$ cat src/rtl/sram_lsu_master.sv
// Load/store initiator for a single-port SRAM: one access per request, lane-aligned stores, extended loads.
// Optional statistics counters are enabled by defining SRAM_LSU_STATS_EN.
module sram_lsu_master #(
  parameter int unsigned AWIDTH = 12
) (
  input  logic              CLK,
  input  logic              RSTn,
  input  logic              REQ_VALID,
  output logic              REQ_READY,
  input  logic              REQ_WE,
  input  logic [1:0]        REQ_SIZE,
  input  logic              REQ_UNSIGNED,
  input  logic [31:0]       REQ_ADDR,
  input  logic [31:0]       REQ_WDATA,
  output logic              RSP_VALID,
  input  logic              RSP_READY,
  output logic [31:0]       RSP_RDATA,
  output logic              RSP_ERR,
  output logic              MEM_CSN,
  output logic              MEM_WEN,
  output logic [3:0]        MEM_BE,
  output logic [AWIDTH-1:0] MEM_ADDR,
  output logic [31:0]       MEM_DI,
  input  logic [31:0]       MEM_DOUT,
  output logic [15:0]       STAT_RD,
  output logic [15:0]       STAT_WR,
  output logic [15:0]       STAT_ERR
);

  localparam int unsigned DW = 32;
  localparam int unsigned BW = 4;
  localparam int unsigned SW = 16;

  typedef enum logic [1:0] {S_IDLE, S_ACCESS, S_RESP} state_t;

  state_t            state_q, state_d;
  logic              we_q, we_d;
  logic [1:0]        size_q, size_d;
  logic              uns_q, uns_d;
  logic [1:0]        off_q, off_d;
  logic              req_ready_q, req_ready_d;
  logic              rsp_valid_q, rsp_valid_d;
  logic [DW-1:0]     rsp_rdata_q, rsp_rdata_d;
  logic              rsp_err_q, rsp_err_d;
  logic              mem_csn_q, mem_csn_d;
  logic              mem_wen_q, mem_wen_d;
  logic [BW-1:0]     mem_be_q, mem_be_d;
  logic [AWIDTH-1:0] mem_addr_q, mem_addr_d;
  logic [DW-1:0]     mem_di_q, mem_di_d;

  logic              req_err_c;
  logic [DW-1:0]     ld_shift_c;
  logic [DW-1:0]     ld_data_c;

  // Request rejection: illegal size, misalignment, or beyond the SRAM window
  always_comb begin
    req_err_c = (REQ_SIZE == 2'b11)
              | ((REQ_SIZE == 2'b01) & REQ_ADDR[0])
              | ((REQ_SIZE == 2'b10) & (|REQ_ADDR[1:0]))
              | ((REQ_ADDR >> (AWIDTH + 2)) != 32'd0);
  end

  // Lane extraction and extension of the SRAM read word
  always_comb begin
    ld_shift_c = MEM_DOUT >> {off_q, 3'b000};
    case (size_q)
      2'b00:   ld_data_c = uns_q ? {24'd0, ld_shift_c[7:0]}
                                 : {{24{ld_shift_c[7]}}, ld_shift_c[7:0]};
      2'b01:   ld_data_c = uns_q ? {16'd0, ld_shift_c[15:0]}
                                 : {{16{ld_shift_c[15]}}, ld_shift_c[15:0]};
      default: ld_data_c = ld_shift_c;
    endcase
  end

  // Next-state and registered-output logic
  always_comb begin
    state_d     = state_q;
    we_d        = we_q;
    size_d      = size_q;
    uns_d       = uns_q;
    off_d       = off_q;
    req_ready_d = req_ready_q;
    rsp_valid_d = rsp_valid_q;
    rsp_rdata_d = rsp_rdata_q;
    rsp_err_d   = rsp_err_q;
    mem_csn_d   = 1'b1;
    mem_wen_d   = 1'b1;
    mem_be_d    = '0;
    mem_addr_d  = mem_addr_q;
    mem_di_d    = mem_di_q;

    case (state_q)
      S_IDLE: begin
        if (REQ_VALID) begin
          we_d        = REQ_WE;
          size_d      = REQ_SIZE;
          uns_d       = REQ_UNSIGNED;
          off_d       = REQ_ADDR[1:0];
          req_ready_d = 1'b0;
          if (req_err_c) begin
            state_d     = S_RESP;
            rsp_valid_d = 1'b1;
            rsp_err_d   = 1'b1;
            rsp_rdata_d = '0;
          end else begin
            state_d    = S_ACCESS;
            mem_csn_d  = 1'b0;
            mem_wen_d  = ~REQ_WE;
            mem_addr_d = REQ_ADDR[AWIDTH+1:2];
            if (REQ_WE) begin
              case (REQ_SIZE)
                2'b00: begin
                  mem_be_d = BW'(4'b0001 << REQ_ADDR[1:0]);
                  mem_di_d = {4{REQ_WDATA[7:0]}};
                end
                2'b01: begin
                  mem_be_d = BW'(4'b0011 << REQ_ADDR[1:0]);
                  mem_di_d = {2{REQ_WDATA[15:0]}};
                end
                default: begin
                  mem_be_d = 4'b1111;
                  mem_di_d = REQ_WDATA;
                end
              endcase
            end
          end
        end
      end
      S_ACCESS: begin
        state_d     = S_RESP;
        rsp_valid_d = 1'b1;
        rsp_err_d   = 1'b0;
        rsp_rdata_d = we_q ? '0 : ld_data_c;
      end
      S_RESP: begin
        if (RSP_READY) begin
          state_d     = S_IDLE;
          req_ready_d = 1'b1;
          rsp_valid_d = 1'b0;
          rsp_rdata_d = '0;
          rsp_err_d   = 1'b0;
        end
      end
      default: begin
        state_d     = S_IDLE;
        req_ready_d = 1'b1;
        rsp_valid_d = 1'b0;
      end
    endcase
  end

  always_ff @(posedge CLK or negedge RSTn) begin
    if (!RSTn) begin
      state_q     <= S_IDLE;
      we_q        <= 1'b0;
      size_q      <= 2'b00;
      uns_q       <= 1'b0;
      off_q       <= 2'b00;
      req_ready_q <= 1'b1;
      rsp_valid_q <= 1'b0;
      rsp_rdata_q <= '0;
      rsp_err_q   <= 1'b0;
      mem_csn_q   <= 1'b1;
      mem_wen_q   <= 1'b1;
      mem_be_q    <= '0;
      mem_addr_q  <= '0;
      mem_di_q    <= '0;
    end else begin
      state_q     <= state_d;
      we_q        <= we_d;
      size_q      <= size_d;
      uns_q       <= uns_d;
      off_q       <= off_d;
      req_ready_q <= req_ready_d;
      rsp_valid_q <= rsp_valid_d;
      rsp_rdata_q <= rsp_rdata_d;
      rsp_err_q   <= rsp_err_d;
      mem_csn_q   <= mem_csn_d;
      mem_wen_q   <= mem_wen_d;
      mem_be_q    <= mem_be_d;
      mem_addr_q  <= mem_addr_d;
      mem_di_q    <= mem_di_d;
    end
  end

  assign REQ_READY = req_ready_q;
  assign RSP_VALID = rsp_valid_q;
  assign RSP_RDATA = rsp_rdata_q;
  assign RSP_ERR   = rsp_err_q;
  assign MEM_CSN   = mem_csn_q;
  assign MEM_WEN   = mem_wen_q;
  assign MEM_BE    = mem_be_q;
  assign MEM_ADDR  = mem_addr_q;
  assign MEM_DI    = mem_di_q;

`ifdef SRAM_LSU_STATS_EN
  logic          rsp_hs_c;
  logic [SW-1:0] stat_rd_q, stat_rd_d;
  logic [SW-1:0] stat_wr_q, stat_wr_d;
  logic [SW-1:0] stat_err_q, stat_err_d;

  // Saturating counters, bumped on each response handshake
  always_comb begin
    stat_rd_d  = stat_rd_q;
    stat_wr_d  = stat_wr_q;
    stat_err_d = stat_err_q;
    rsp_hs_c   = (state_q == S_RESP) & RSP_READY;
    if (rsp_hs_c) begin
      if (rsp_err_q) begin
        if (stat_err_q != '1) stat_err_d = stat_err_q + SW'(1);
      end else if (we_q) begin
        if (stat_wr_q != '1) stat_wr_d = stat_wr_q + SW'(1);
      end else begin
        if (stat_rd_q != '1) stat_rd_d = stat_rd_q + SW'(1);
      end
    end
  end

  always_ff @(posedge CLK or negedge RSTn) begin
    if (!RSTn) begin
      stat_rd_q  <= '0;
      stat_wr_q  <= '0;
      stat_err_q <= '0;
    end else begin
      stat_rd_q  <= stat_rd_d;
      stat_wr_q  <= stat_wr_d;
      stat_err_q <= stat_err_d;
    end
  end

  assign STAT_RD  = stat_rd_q;
  assign STAT_WR  = stat_wr_q;
  assign STAT_ERR = stat_err_q;
`else
  assign STAT_RD  = '0;
  assign STAT_WR  = '0;
  assign STAT_ERR = '0;
`endif

endmodule

$ cat config.mk
export PLATFORM = sky130hd
export DESIGN_NAME = sram_lsu_master
export DESIGN_NICKNAME = d
export VERILOG_FILES = /design/src/rtl/sram_lsu_master.sv
export SDC_FILE = /design/constraint.sdc
export NUM_CORES = 1
export LEC_CHECK = 0
export ABC_AREA = 1
export CORE_ASPECT_RATIO = 0.9
export CORE_MARGIN = 10
export CORE_UTILIZATION = 46
export DETAILED_ROUTE_END_ITERATION = 10
export GPL_ROUTABILITY_DRIVEN = 0
export PLACE_DENSITY = 0.85
export SETUP_SLACK_MARGIN = 0.02
export SYNTH_ARGS = -nofsm -noshare
export SYNTH_HDL_FRONTEND = slang
export SYNTH_SLANG_ARGS = --single-unit
$ cat constraint.sdc
create_clock -name CLK -period 2.7 [get_ports CLK]
set_clock_uncertainty 0.2 [all_clocks]
set_input_delay 0.54 -clock CLK [delete_from_list [all_inputs] [get_ports CLK]]
set_output_delay 0.54 -clock CLK [all_outputs]
set_load 0.005 [all_outputs]
==> qor.yml <==
port_buffers: 188
rsz0062_at_grt: "no"
synthCells: 727
worst_pin_slew_ps: 792
cts.sinks: 93
hold_path_class: "reg -> reg"
dp_cells: 1048
cts_resized: 0
final_layout_size_suffix_gt1_share_pct: 5.83
netlist_area_sq_um: 5290
worstSetupStartpointType: "input port"
period_share_pct: 85.3
dieArea_sq_um: 16200
pre_cts_ws_ps: 56.1
regArea_sq_um: 2330
yosys.area.top_type: "dfrtp_1"
power.density_nw_per_um2: 697
finalPower_mw: 5.17
finalSetupTns_ps: 0
cp_top_family: "simple AND/OR/NAND/NOR gates"
first_iter_violations: 546
cts_tree: "done"
post_drt_wl_per_cell_microns: 16.0
irDropWorstVdd_mv: 0.604
synth_cell_types: 27
nFillCells: 1003
crit_type: "in -> reg"
clock_latency_ps: 340
setup_viol: 0
cpMaxStageDelayCell: "clkdlybuf4s50_1"
ys_warn_count: 0
vias_per_cell: 4.90
grt_max_degree: 67
maxCapViolations: 0
design_area_sq_um: 7420
post-route-util_pct: 65.4
grt_use_total_pct: 20.3
grt_pass1_wl_microns: 26400
worstPathMaxFanout: 13
die_x_microns: 133
post_dp_cell_area_sq_um: 7120
core_area_sq_um: 11300
max_slew_margin_pct: 47.0
clockBufferDepth: 2
cp_cell_sequence: "clkdlybuf4s50_1 > inv_2 > nand3_1 > nand3_1 > nor2_1 > nand3_2 > nor2_4 > inv_2 > nand2_1 > nand2_1"
holdBufCountCts: 1
postSynthAreaPerCell_sq_um: 7.28
fin_nets: 1011
totalWireLength_microns: 17000
run_status: "finished clean"
endpoint_kind: "register"
clk_pin_slew_ps: 70
rows: 37
drt_pass1_iterations: 5
fin_cells: 1065
hpwl_microns: 13100
drtAntennaViolNets: 0
vias: 5219
ys_ff_latch: 93
p_leak_nw: 3.62
crit_arrival_ps: 2330
hold_ws_ps: 271
synth.top_cell.area_share_pct: 42.5
antenna_found_initial: 0
timing.fmax_mhz: 434
multi_input_area_sq_um: 2380
worst_slack_ps: 396
ys_seq_area_share_pct: 44.0
finalHoldViolCount: 0
cts.htree.levels: 3
grt_remaining_overflow: 0
required_ps: 2730
drv_slew: 0
worst-path-buf-inv: 3
die_h_microns: 122
netlist_top_cells_area: "dfrtp_1, nand2_1, buf_4, nand3_1, o21ai_0"
insertedDiodeCount: 0
cts_setup_buffers: 0
min_period_ps: 2300
grt_pass1_vias: 5062
root_buffer: "clkbuf_16"
initial_core_util_pct: 46.7
slowest_delay_ps: 600
syn_to_final_growth_pct: 40.1
pin_count: 237
cts_buffers: 9
drc: 0
## cell usage in the layout, fill, tap and decap left out, drive strengths merged
cell type / n
and2: 1
buf: 19
clkdlybuf4s50: 187
nand3: 71
clkbuf: 10
dlygate4sd3: 1
mux2: 2
o211ai: 7
or2: 1
a21oi: 13
clkinvlp: 2
conb: 48
inv: 44
a31oi: 1
nand2: 280
nor2: 51
o21ai: 61
dfrtp: 90
ha: 3
bufinv: 1
dfstp: 3
nand4: 10
clkinv: 3
## cell usage after synthesis (all sizes together)
library cell,count
and2,1
clkbuf,18
mux2,2
nand3,71
dfstp,3
dfrtp,90
conb,1
nor2,51
ha,3
inv,44
o21ai,61
a21oi,13
o211ai,7
nand2,280
or2,1
nand4,10
buf,70
a31oi,1
## cell families (layout without fill, tap and decap cells)
family          Yosys count  in the layout  share of synthesized area, %
flops                    93             93                          44.0
compound gates           82             82                          8.11
simple gates            414            414                          32.4
buf+inv                 132            267                          14.3
mux                       2              2                         0.425
fa+ha+maj                 3              3                         0.709
other cells               1             48                        0.0708
## area by class of cell
type                    count  area share [%]
multi-input cells         549            32.1
inverters                  44            2.23
flip-flops and latches     93            31.4
well taps                 156            2.63
clock inverters             6           0.860
clock buffers              10            3.09
repair buffers            207            27.6
## worst min-delay path, delay by kind of cell, from the launching register on
kind / cells / cell delay (ps)
AND/OR/NAND/NOR: 2 / 90
flip-flops: 1 / 350
## state kept, by name, summed over array words and instances, names as in the netlist
register	flops
MEM_DI	32
RSP_RDATA	32
MEM_ADDR	12
MEM_BE	4
off_q	2
size_q	2
state_q	2
MEM_CSN	1
MEM_WEN	1
REQ_READY	1
RSP_ERR	1
RSP_VALID	1
uns_q	1
we_q	1
## worst paths after layout
kind,cells after the start,slack (ps),end,startpoint
min,2,270,MEM_DI[13]$_DFFE_PN0P_,MEM_DI[13]$_DFFE_PN0P_
min reg2reg,2,270,MEM_DI[13]$_DFFE_PN0P_,MEM_DI[13]$_DFFE_PN0P_
min in group asynchronous,2,530,MEM_ADDR[4]$_DFFE_PN0P_,RSTn
max,10,400,MEM_ADDR[3]$_DFFE_PN0P_,REQ_SIZE[1]
max in group asynchronous,3,1060,MEM_WEN$_DFF_PN1_,RSTn
max reg2reg,7,550,RSP_RDATA[18]$_DFFE_PN0P_,off_q[0]$_DFFE_PN0P_
## metal layers
metal | vias up | part of all wire, % | track usage [%]
met5 | - | 0 | 0
met4 | 0 | 1.1 | 5.84
met3 | 13 | 11 | 8.19
met2 | 243 | 48 | 33.8
met1 | 2408 | 39 | 23.8
li1 | 2555 | - | -
## power by group
group | internal, mW | leakage (nW) | switching [mW]
clock network | 0.716 | 0.138 | 0.532
logic | 0.868 | 2.22 | 1.31
registers | 1.60 | 1.27 | 0.147
No activity file was read; power rests on OpenSTA's default activity.
